`src/rtl/sram_arbiter_if.sv`:
```
// sram_arbiter_if: requester bus (req/we/addr/wdata/be/lock -> gnt/rvalid/rdata) plus SRAM macro pins; master = requesters+macro, slave = arbiter
interface sram_arbiter_if #(
  parameter int NUM_REQ = 2,
  parameter int ADDR_WIDTH = 12,
  parameter int DATA_WIDTH = 32
);
  logic [NUM_REQ-1:0] req, we, lock, gnt, rvalid;
  logic [NUM_REQ*ADDR_WIDTH-1:0] addr;
  logic [NUM_REQ*DATA_WIDTH-1:0] wdata;
  logic [NUM_REQ*DATA_WIDTH/8-1:0] be;
  logic [DATA_WIDTH-1:0] rdata, sram_bwen_n, sram_wdata, sram_rdata;
  logic [ADDR_WIDTH-1:0] sram_addr;
  logic sram_cen_n, sram_wen_n;
  modport master (
    output req, we, addr, wdata, be, lock, sram_rdata,
    input gnt, rvalid, rdata, sram_cen_n, sram_wen_n, sram_bwen_n, sram_addr, sram_wdata
  );
  modport slave (
    input req, we, addr, wdata, be, lock, sram_rdata,
    output gnt, rvalid, rdata, sram_cen_n, sram_wen_n, sram_bwen_n, sram_addr, sram_wdata
  );
endinterface

```
`src/rtl/sram_arbiter.sv`:
```
// sram_arbiter: round-robin NUM_REQ-to-1 single-port SRAM arbiter with registered command stage and tagged 2-cycle read return; ports clk_i, rst_i (async, active high), bus (sram_arbiter_if.slave); optional burst lock via SRAM_ARB_LOCK_EN
module sram_arbiter #(
  parameter int NUM_REQ = 2,
  parameter int ADDR_WIDTH = 12,
  parameter int DATA_WIDTH = 32
) (
  input logic clk_i,
  input logic rst_i,
  sram_arbiter_if.slave bus
);
  localparam int PW = $clog2(NUM_REQ);
  localparam int BW = DATA_WIDTH / 8;
  logic [PW-1:0] rr_ptr, gidx, idx, own1, own2;
  logic [NUM_REQ-1:0] elig, gnt;
  logic [DATA_WIDTH-1:0] be_bits;
  logic [BW-1:0] be_sel;
  logic any, wr, v2;
`ifdef SRAM_ARB_LOCK_EN
  typedef enum logic {ARB, LOCKED} state_t;
  state_t state;
  logic [PW-1:0] owner;
  assign elig = (state == LOCKED) ? bus.req & (NUM_REQ'(1) << owner) : bus.req;
  always_ff @(posedge clk_i or posedge rst_i)
    if (rst_i) begin
      state <= ARB;
      owner <= '0;
    end else if (state == ARB) begin
      if (any && bus.lock[gidx]) begin
        state <= LOCKED;
        owner <= gidx;
      end
    end else if (!bus.req[owner] || (gnt[owner] && !bus.lock[owner]))
      state <= ARB;
`else
  logic unused_lock;
  assign unused_lock = ^bus.lock;
  assign elig = bus.req;
`endif
  always_comb begin
    gnt = '0;
    gidx = '0;
    idx = '0;
    for (int i = 0; i < NUM_REQ; i++) begin
      idx = PW'((int'(rr_ptr) + i) % NUM_REQ);
      if (gnt == '0 && elig[idx]) begin
        gnt[idx] = 1'b1;
        gidx = idx;
      end
    end
  end
  assign any = |gnt;
  assign wr = any & bus.we[gidx];
  assign be_sel = bus.be[int'(gidx)*BW +: BW];
  always_comb begin
    be_bits = '0;
    for (int b = 0; b < DATA_WIDTH; b++) be_bits[b] = be_sel[b/8];
  end
  assign bus.gnt = rst_i ? '0 : gnt;
  assign bus.rvalid = NUM_REQ'(v2) << own2;
  assign bus.rdata = bus.sram_rdata;
  // stage 1 is the SRAM command register itself (valid = ~cen_n, is_read = wen_n, owner = own1);
  // stage 2 keeps only read-valid and owner, which is all the return path needs
  always_ff @(posedge clk_i or posedge rst_i)
    if (rst_i) begin
      rr_ptr <= '0;
      bus.sram_cen_n <= 1'b1;
      bus.sram_wen_n <= 1'b1;
      bus.sram_bwen_n <= '1;
      bus.sram_addr <= '0;
      bus.sram_wdata <= '0;
      own1 <= '0;
      own2 <= '0;
      v2 <= 1'b0;
    end else begin
      if (any) begin
        rr_ptr <= PW'((int'(gidx) + 1) % NUM_REQ);
        bus.sram_addr <= bus.addr[int'(gidx)*ADDR_WIDTH +: ADDR_WIDTH];
        bus.sram_wdata <= bus.wdata[int'(gidx)*DATA_WIDTH +: DATA_WIDTH];
      end
      bus.sram_cen_n <= ~any;
      bus.sram_wen_n <= ~wr;
      bus.sram_bwen_n <= wr ? ~be_bits : '1;
      own1 <= gidx;
      v2 <= ~bus.sram_cen_n & bus.sram_wen_n;
      own2 <= own1;
    end
endmodule

```
`src/flat_wrapper.sv`:
```
// flat-port wrapper written by rule: the top's interface ports become plain ports
module sram_arbiter_flat 
#(
  parameter int NUM_REQ = 2,
  parameter int ADDR_WIDTH = 12,
  parameter int DATA_WIDTH = 32
)
  (clk_i, rst_i, bus_req, bus_we, bus_addr, bus_wdata, bus_be, bus_lock, bus_sram_rdata, bus_gnt, bus_rvalid, bus_rdata, bus_sram_cen_n, bus_sram_wen_n, bus_sram_bwen_n, bus_sram_addr, bus_sram_wdata);
  sram_arbiter_if #(.NUM_REQ(NUM_REQ), .ADDR_WIDTH(ADDR_WIDTH), .DATA_WIDTH(DATA_WIDTH)) bus_i ();
  input logic clk_i;
  input logic rst_i;
  input wire logic [$bits(bus_i.req)-1:0] bus_req;
  input wire logic [$bits(bus_i.we)-1:0] bus_we;
  input wire logic [$bits(bus_i.addr)-1:0] bus_addr;
  input wire logic [$bits(bus_i.wdata)-1:0] bus_wdata;
  input wire logic [$bits(bus_i.be)-1:0] bus_be;
  input wire logic [$bits(bus_i.lock)-1:0] bus_lock;
  input wire logic [$bits(bus_i.sram_rdata)-1:0] bus_sram_rdata;
  output wire logic [$bits(bus_i.gnt)-1:0] bus_gnt;
  output wire logic [$bits(bus_i.rvalid)-1:0] bus_rvalid;
  output wire logic [$bits(bus_i.rdata)-1:0] bus_rdata;
  output wire logic [$bits(bus_i.sram_cen_n)-1:0] bus_sram_cen_n;
  output wire logic [$bits(bus_i.sram_wen_n)-1:0] bus_sram_wen_n;
  output wire logic [$bits(bus_i.sram_bwen_n)-1:0] bus_sram_bwen_n;
  output wire logic [$bits(bus_i.sram_addr)-1:0] bus_sram_addr;
  output wire logic [$bits(bus_i.sram_wdata)-1:0] bus_sram_wdata;
  assign bus_i.req = bus_req;
  assign bus_i.we = bus_we;
  assign bus_i.addr = bus_addr;
  assign bus_i.wdata = bus_wdata;
  assign bus_i.be = bus_be;
  assign bus_i.lock = bus_lock;
  assign bus_i.sram_rdata = bus_sram_rdata;
  assign bus_gnt = bus_i.gnt;
  assign bus_rvalid = bus_i.rvalid;
  assign bus_rdata = bus_i.rdata;
  assign bus_sram_cen_n = bus_i.sram_cen_n;
  assign bus_sram_wen_n = bus_i.sram_wen_n;
  assign bus_sram_bwen_n = bus_i.sram_bwen_n;
  assign bus_sram_addr = bus_i.sram_addr;
  assign bus_sram_wdata = bus_i.sram_wdata;
  sram_arbiter #(.NUM_REQ(NUM_REQ), .ADDR_WIDTH(ADDR_WIDTH), .DATA_WIDTH(DATA_WIDTH)) u_core (.clk_i(clk_i), .rst_i(rst_i), .bus(bus_i));
endmodule
```
`config.mk`:
```
export PLATFORM = sky130hd
export DESIGN_NAME = sram_arbiter_flat
export DESIGN_NICKNAME = d
export VERILOG_FILES = /design/src/rtl/sram_arbiter_if.sv /design/src/rtl/sram_arbiter.sv /design/src/flat_wrapper.sv
export SDC_FILE = /design/constraint.sdc
export NUM_CORES = 1
export LEC_CHECK = 0
export CORE_MARGIN = 2
export CORE_UTILIZATION = 35
export CTS_BUF_LIST = sky130_fd_sc_hd__clkbuf_4
export CTS_CLUSTER_DIAMETER = 200
export DETAILED_ROUTE_END_ITERATION = 6
export PLACE_DENSITY = 0.81
export SLEW_MARGIN = 0
export SYNTH_ARGS = -nofsm -noshare
export SYNTH_HDL_FRONTEND = slang
export SYNTH_SLANG_ARGS = --single-unit
```
`constraint.sdc`:
```
create_clock -name clk_i -period 6.2 [get_ports clk_i]
set_input_delay 1.55 -clock clk_i [delete_from_list [all_inputs] [get_ports clk_i]]
set_output_delay 1.55 -clock clk_i [all_outputs]
set_load 0.01 [all_outputs]
```
## Word level (Yosys, flattened, before mapping)

Cells that the tools add are included.

| storage, ports and cells | value |
|---|---|
| register bits | 82 |
| logic and storage cells | 49 |
| input bits | 136 |

| cells by class | value |
|---|---|
| magnitude comparators | 5 |
| reductions and logical operators | 5 |
| multiplexer cells | 16 |
| bitwise logic cells | 7 |
| add/subtract/negate cells | 2 |
| shifts and indexed selects | 4 |
| multipliers | 1 |

Operator list:

| kind | number |
|---|---|
| $shiftx 64x7->32 | 1 |
| $mux 32 | 1 |
| $not 32->32 | 1 |
| $shiftx 24x32->12 | 1 |
| $mux 1 | 10 |
| $shiftx 8x4->4 | 1 |
| $lt 1x2->1 const B | 3 |
| $mux 2 | 3 |
| $logic_and 1x1->1 | 3 |
| $mul 1x2->3 const B | 1 |
| $not 1->1 | 3 |
| $add 1x1->1 const B | 2 |
| $and 1x1->1 | 2 |
| $demux 1 s1 | 2 |
| $ge 1x1->1 const B | 2 |
| $logic_not 2->1 | 1 |
| $or 2x2->2 | 1 |
| $reduce_or 2->1 | 1 |
| $shl 1x1->2 | 1 |

## Depth between registers and ports, before layout

| logic depth | value |
|---|---|
| word-level depth | 12 |
| gate-level depth with buffers | 5 |
| gate-level depth less buffers | 3 |

## Least setup slack after synthesis

Ideal clock, no wire load.

| timing path | value |
|---|---|
| kind | in2out |
| start | in rst_i |
| end | out bus_gnt[0] |
| path slack | 1.659 ns |
| stages | 2 |
| arrival | 2.991 ns |
| path through | inv_1 -> and2_1 |

| between the ends | value |
|---|---|
| word-level cells in the longest chain between the ends | 1 |

RTL lines:

| what | line | source |
|---|---|---|
| start: declaration | flat_wrapper.sv:11 | `input logic rst_i;` |
| $mux 2 | sram_arbiter.sv:58 | `assign bus.gnt = rst_i ? '0 : gnt;` |
| end: declaration | flat_wrapper.sv:19 | `output wire logic [$bits(bus_i.gnt)-1:0] bus_gnt;` |

Every way passes these cells.

## Worst setup path after layout

| timing path | value |
|---|---|
| start | in bus_req[1] |
| end | out bus_gnt[0] |

| between the ends | value |
|---|---|
| word-level cells in the longest chain between the ends | 7 |

RTL lines:

| what | line | source |
|---|---|---|
| start: declaration | flat_wrapper.sv:12 | `input wire logic [$bits(bus_i.req)-1:0] bus_req;` |
| $mux 1 (implied by the code) (2 in a row) | sram_arbiter.sv:45 | `if (gnt == '0 && elig[idx]) begin` |
| $mux 2 | sram_arbiter.sv:45 |  |
| $logic_not 2->1 | sram_arbiter.sv:45 |  |
| $logic_and 1x1->1 | sram_arbiter.sv:45 |  |
| $mux 2 * | sram_arbiter.sv:45 |  |
| $mux 2 * | sram_arbiter.sv:58 |  |

Mark *: on every way between the ends. The rest lies on a longest branch, timed or not. The select of a mux whose other input is x is not followed.

==> metrics.log <==
INFO  metric startpoint_type = input pin
INFO  metric wire_per_inst = 15.54 µm
INFO  metric drtPass1Iterations = 4
INFO  metric hpwlAfterDp = 6209 µm
INFO  metric synth.top_cell.area_share = 33.76%
INFO  metric cts_root_buf = clkbuf_4
INFO  metric first_global_vias = 2994
INFO  metric synth-edff-count = 0
INFO  metric path_delay_family = buffers and inverters
INFO  metric grt.total_usage = 16.17%
INFO  metric crit_end = bus_gnt[0]
INFO  metric routed_wirelength = 9074 µm
INFO  metric postSynthCellCount = 343
INFO  metric worst-endpoint-arrival = 2960 ps
INFO  metric timing.critical_path.to_type = output port
INFO  metric final.setup.worst_slack = 1690 ps
INFO  metric buffer_ports.inserted = 183
INFO  metric synth-seq-area-share = 38.19%
INFO  metric postSynthNetCount = 479
INFO  metric power.share.clock = 20.3%
INFO  metric postRouteAntennaNets = 0
INFO  metric cpMaxStageDelayCell = buf_4
INFO  metric setup-violations-final = 0
INFO  metric power_density = 197.5 mW/mm²
INFO  metric top_post_synthesis_cells_by_area = dfrtp_1 (34%), buf_4 (14%), a21o_1 (9.3%)
INFO  metric horizontal_die_dimension = 104.8 µm
INFO  metric cts_num_sinks = 54
INFO  metric regToRegStartpoint = u_core.rr_ptr$_DFFE_PP0P_
INFO  metric post-route-min-period = 4510 ps
INFO  metric vdd.ir_drop.worst = 0.08523 mV
INFO  metric holdCritPathClass = flip-flop to flip-flop
INFO  metric die_h = 104.8 µm
INFO  metric worstMarginPinSlew = 954.8 ps
INFO  metric rsz0062_at_grt = false
INFO  metric synth_simple_gate_area_share = 17.79%
INFO  metric cellLeakagePower = 1.958 nW
INFO  metric synthesized_flop_and_latch_total = 54
INFO  metric cts-hold-fix-buffers = 0
INFO  metric postSynthAreaPerCell = 10.37 µm²
INFO  metric reg2reg_to = u_core.bus.sram_wdata[7]$_DFFE_PP0P_
INFO  metric post_synth_fa_ha_maj_area_fraction = 0%
INFO  metric worst_clock_skew = 8.109 ps
INFO  metric worstPathRequired = 4650 ps
INFO  metric post_synth_xor_area_fraction = 0%
INFO  metric dpl_worst_slack = 1655 ps
INFO  metric areaGrowthSynthToFinish = 40.93%
INFO  metric clkLatencyLatePin = 370 ps
INFO  metric largest_reg_flops = 32
INFO  metric power.switching_fraction = 28.76%
INFO  metric rows = 36
INFO  metric route.detailed.vias_per_inst = 4.909
INFO  metric total_count_of_max_transition_violations_in_the_final_report = 0
INFO  metric via_count = 2867
INFO  metric relative_slew_slack = 36.35%
INFO  metric initial_core_util = 36.24%
INFO  metric fmax = 221.7 MHz
INFO  metric synthesis.area = 0.003558 mm²
INFO  metric total_power_of_the_final_layout = 990.6 µW
INFO  metric worst_path_max_fanout = 56
INFO  metric synth_top_family_by_area = compound AO/OA/AOI/OAI gates
INFO  metric post_cts_resize_count = 0
INFO  metric critical_path.cell_chain = buf_2 > buf_4 > a21boi_2 > and2_1 > clkdlybuf4s50_1
INFO  metric tritoncts = built
INFO  metric reg2reg_depth = 3
INFO  metric multi_input_area = 0.001551 mm²
INFO  metric worst_setup_hold_path_clk_slew = 160 ps
INFO  metric grt_max_degree = 88
INFO  metric power.share.sequential = 44.2%
INFO  metric number_of_i_o_pins = 250
INFO  metric largest_registers = u_core.bus.sram_wdata (32), u_core.bus.sram_addr (12), u_core.bus.sram_bwen_n (4)
INFO  metric sequential_cell_area = 0.001360 mm²
INFO  metric wire_length_of_the_first_global_routing_pass = 14760 µm
INFO  metric cts_buffers = 5
INFO  metric yosys.area.top_type = dfrtp_1
INFO  metric floorplan.die_area = 0.01099 mm²
INFO  metric synth.distinct_cells = 26
INFO  metric core-area = 0.009819 mm²
INFO  metric post_cts_buffers = 0
INFO  metric drv_cap = 0
INFO  metric total_switching_power = 284.9 µW
INFO  metric hold_ws = 374.8 ps
INFO  metric synth_compound_area_share = 25.81%
INFO  metric synthMuxAreaShare = 0%
INFO  metric antenna-diode-count = 0
INFO  metric setup.worst_path.start = bus_req[1]
INFO  metric cts_buffer_depth = 2
INFO  metric postSynth.topFlopCell = dfrtp_1
INFO  metric drt_iter0_markers = 102
INFO  metric remaining_drcs = 0
INFO  metric outcome = finished, final reports clean
INFO  metric combPwrFrac = 35.5%
INFO  metric gp_congestion = 0.7129
INFO  metric timing.final.crit_share = 72.74%
INFO  metric r2r_setup_slack = 3980 ps
INFO  metric cts_htree_levels = 2
INFO  metric yosys_warnings = 0
INFO  metric cp_num_buf_inv = 3
INFO  metric setup_tns = 0 ps
INFO  metric registers.top_by_ff_count = u_core.bus.sram_wdata
INFO  metric drive_gt1_share = 11.97%
INFO  metric num-fill-cells = 929
INFO  metric grt.overflow.total = 0
INFO  metric critical_path_depth = 5
INFO  metric critical_path_class = input pin to output port
INFO  metric p_int = 705.7 µW
INFO  metric grt_antenna_before_repair = 0
INFO  metric hold_violations = 0
INFO  metric asyncSetResetFlopFracSynth = 100.0%
INFO  metric critical-path-max-stage-delay = 490 ps
INFO  metric nets = 586
## synth_stat cells, types with 2 or more instances
master	number
nor2b_1	2
buf_2	11
clkbuf_1	2
nor2_1	2
a21boi_0	4
or2_1	6
nand2b_1	44
inv_1	3
o21ai_2	4
dfstp_2	6
and2_1	2
buf_4	65
buf_6	7
or2_0	38
o221a_1	20
and3_1	4
dfrtp_1	48
o221a_2	24
a21o_1	44
## area by class of cell
class / count / area share (%)
Multi-Input combinational cell: 199 / 30.94
Clock buffer: 5 / 0.7485
Clock inverter: 3 / 0.7984
Tap cell: 133 / 3.318
Inverter: 4 / 0.2994
Timing Repair Buffer: 186 / 36.78
Sequential cell: 54 / 27.12
## routing by layer
metal	GRT usage, %	part of all wire [%]	up-vias
met5	0	0	-
met4	3.905	1.3	0
met3	3.868	6.5	22
met2	28.99	50	114
met1	19.44	42	1376
li1	-	-	1355
## layout by cell type, fill, tap and decap left out
cell,count
dfstp_2,6
and3_1,4
clkbuf_4,5
a21boi_0,4
inv_2,2
o221a_1,20
a32o_2,1
or2_0,38
o21ai_0,1
buf_4,3
nand2b_1,44
bufinv_16,1
o221a_2,24
dfrtp_2,1
a21o_1,44
nor2_1,2
clkinv_2,2
nand2_4,1
dfrtp_1,47
nand2b_4,1
buf_2,2
inv_1,2
or2_1,6
clkdlybuf4s50_1,181
o21ai_2,4
and2_1,2
nor2b_1,2
a21boi_2,1
## power groups by stage
stage               Clock (mW)  Combinational (mW)  Sequential (mW)
finish                   0.201               0.351            0.438
global route             0.221               0.377            0.446
CTS                      0.210               0.356            0.438
detailed placement           0               0.354            0.444
global placement             0               0.348            0.443
floorplan                    0               0.191            0.447
## stage by stage
step / std cells / util (%) / cell area [µm²]
global route: 584 / 51.07 / 5015
global placement: 576 / 50.28 / 4937
CTS: 584 / 51.07 / 5015
detailed placement: 576 / 50.28 / 4937
finish: 584 / 51.07 / 5015
floorplan: 343 / - / 3558
## worst min path at each step
stage | slack (ps) | end | from | depth (start not counted)
floorplan | 330 | u_core.own2$_DFF_PP0_ | u_core.own1$_DFF_PP0_ | 0
global placement | 330 | u_core.own2$_DFF_PP0_ | u_core.own1$_DFF_PP0_ | 0
detailed placement | 350 | u_core.own2$_DFF_PP0_ | u_core.own1$_DFF_PP0_ | 0
CTS | 380 | u_core.own2$_DFF_PP0_ | u_core.own1$_DFF_PP0_ | 0
global route | 390 | u_core.own2$_DFF_PP0_ | u_core.own1$_DFF_PP0_ | 0
finish | 370 | u_core.own2$_DFF_PP0_ | u_core.own1$_DFF_PP0_ | 0
## worst register-to-register path, stage by stage (launching register included)
cell and delay [ps]:
dfrtp_2 1030, nand2b_4 360, nand2_4 300, o221a_2 450
## kinds of logic after synthesis
kind of cell    after synthesis
simple gates                100
compound gates               99
buf+inv                      90
flops                        54
No activity file was read; power rests on OpenSTA's default activity.
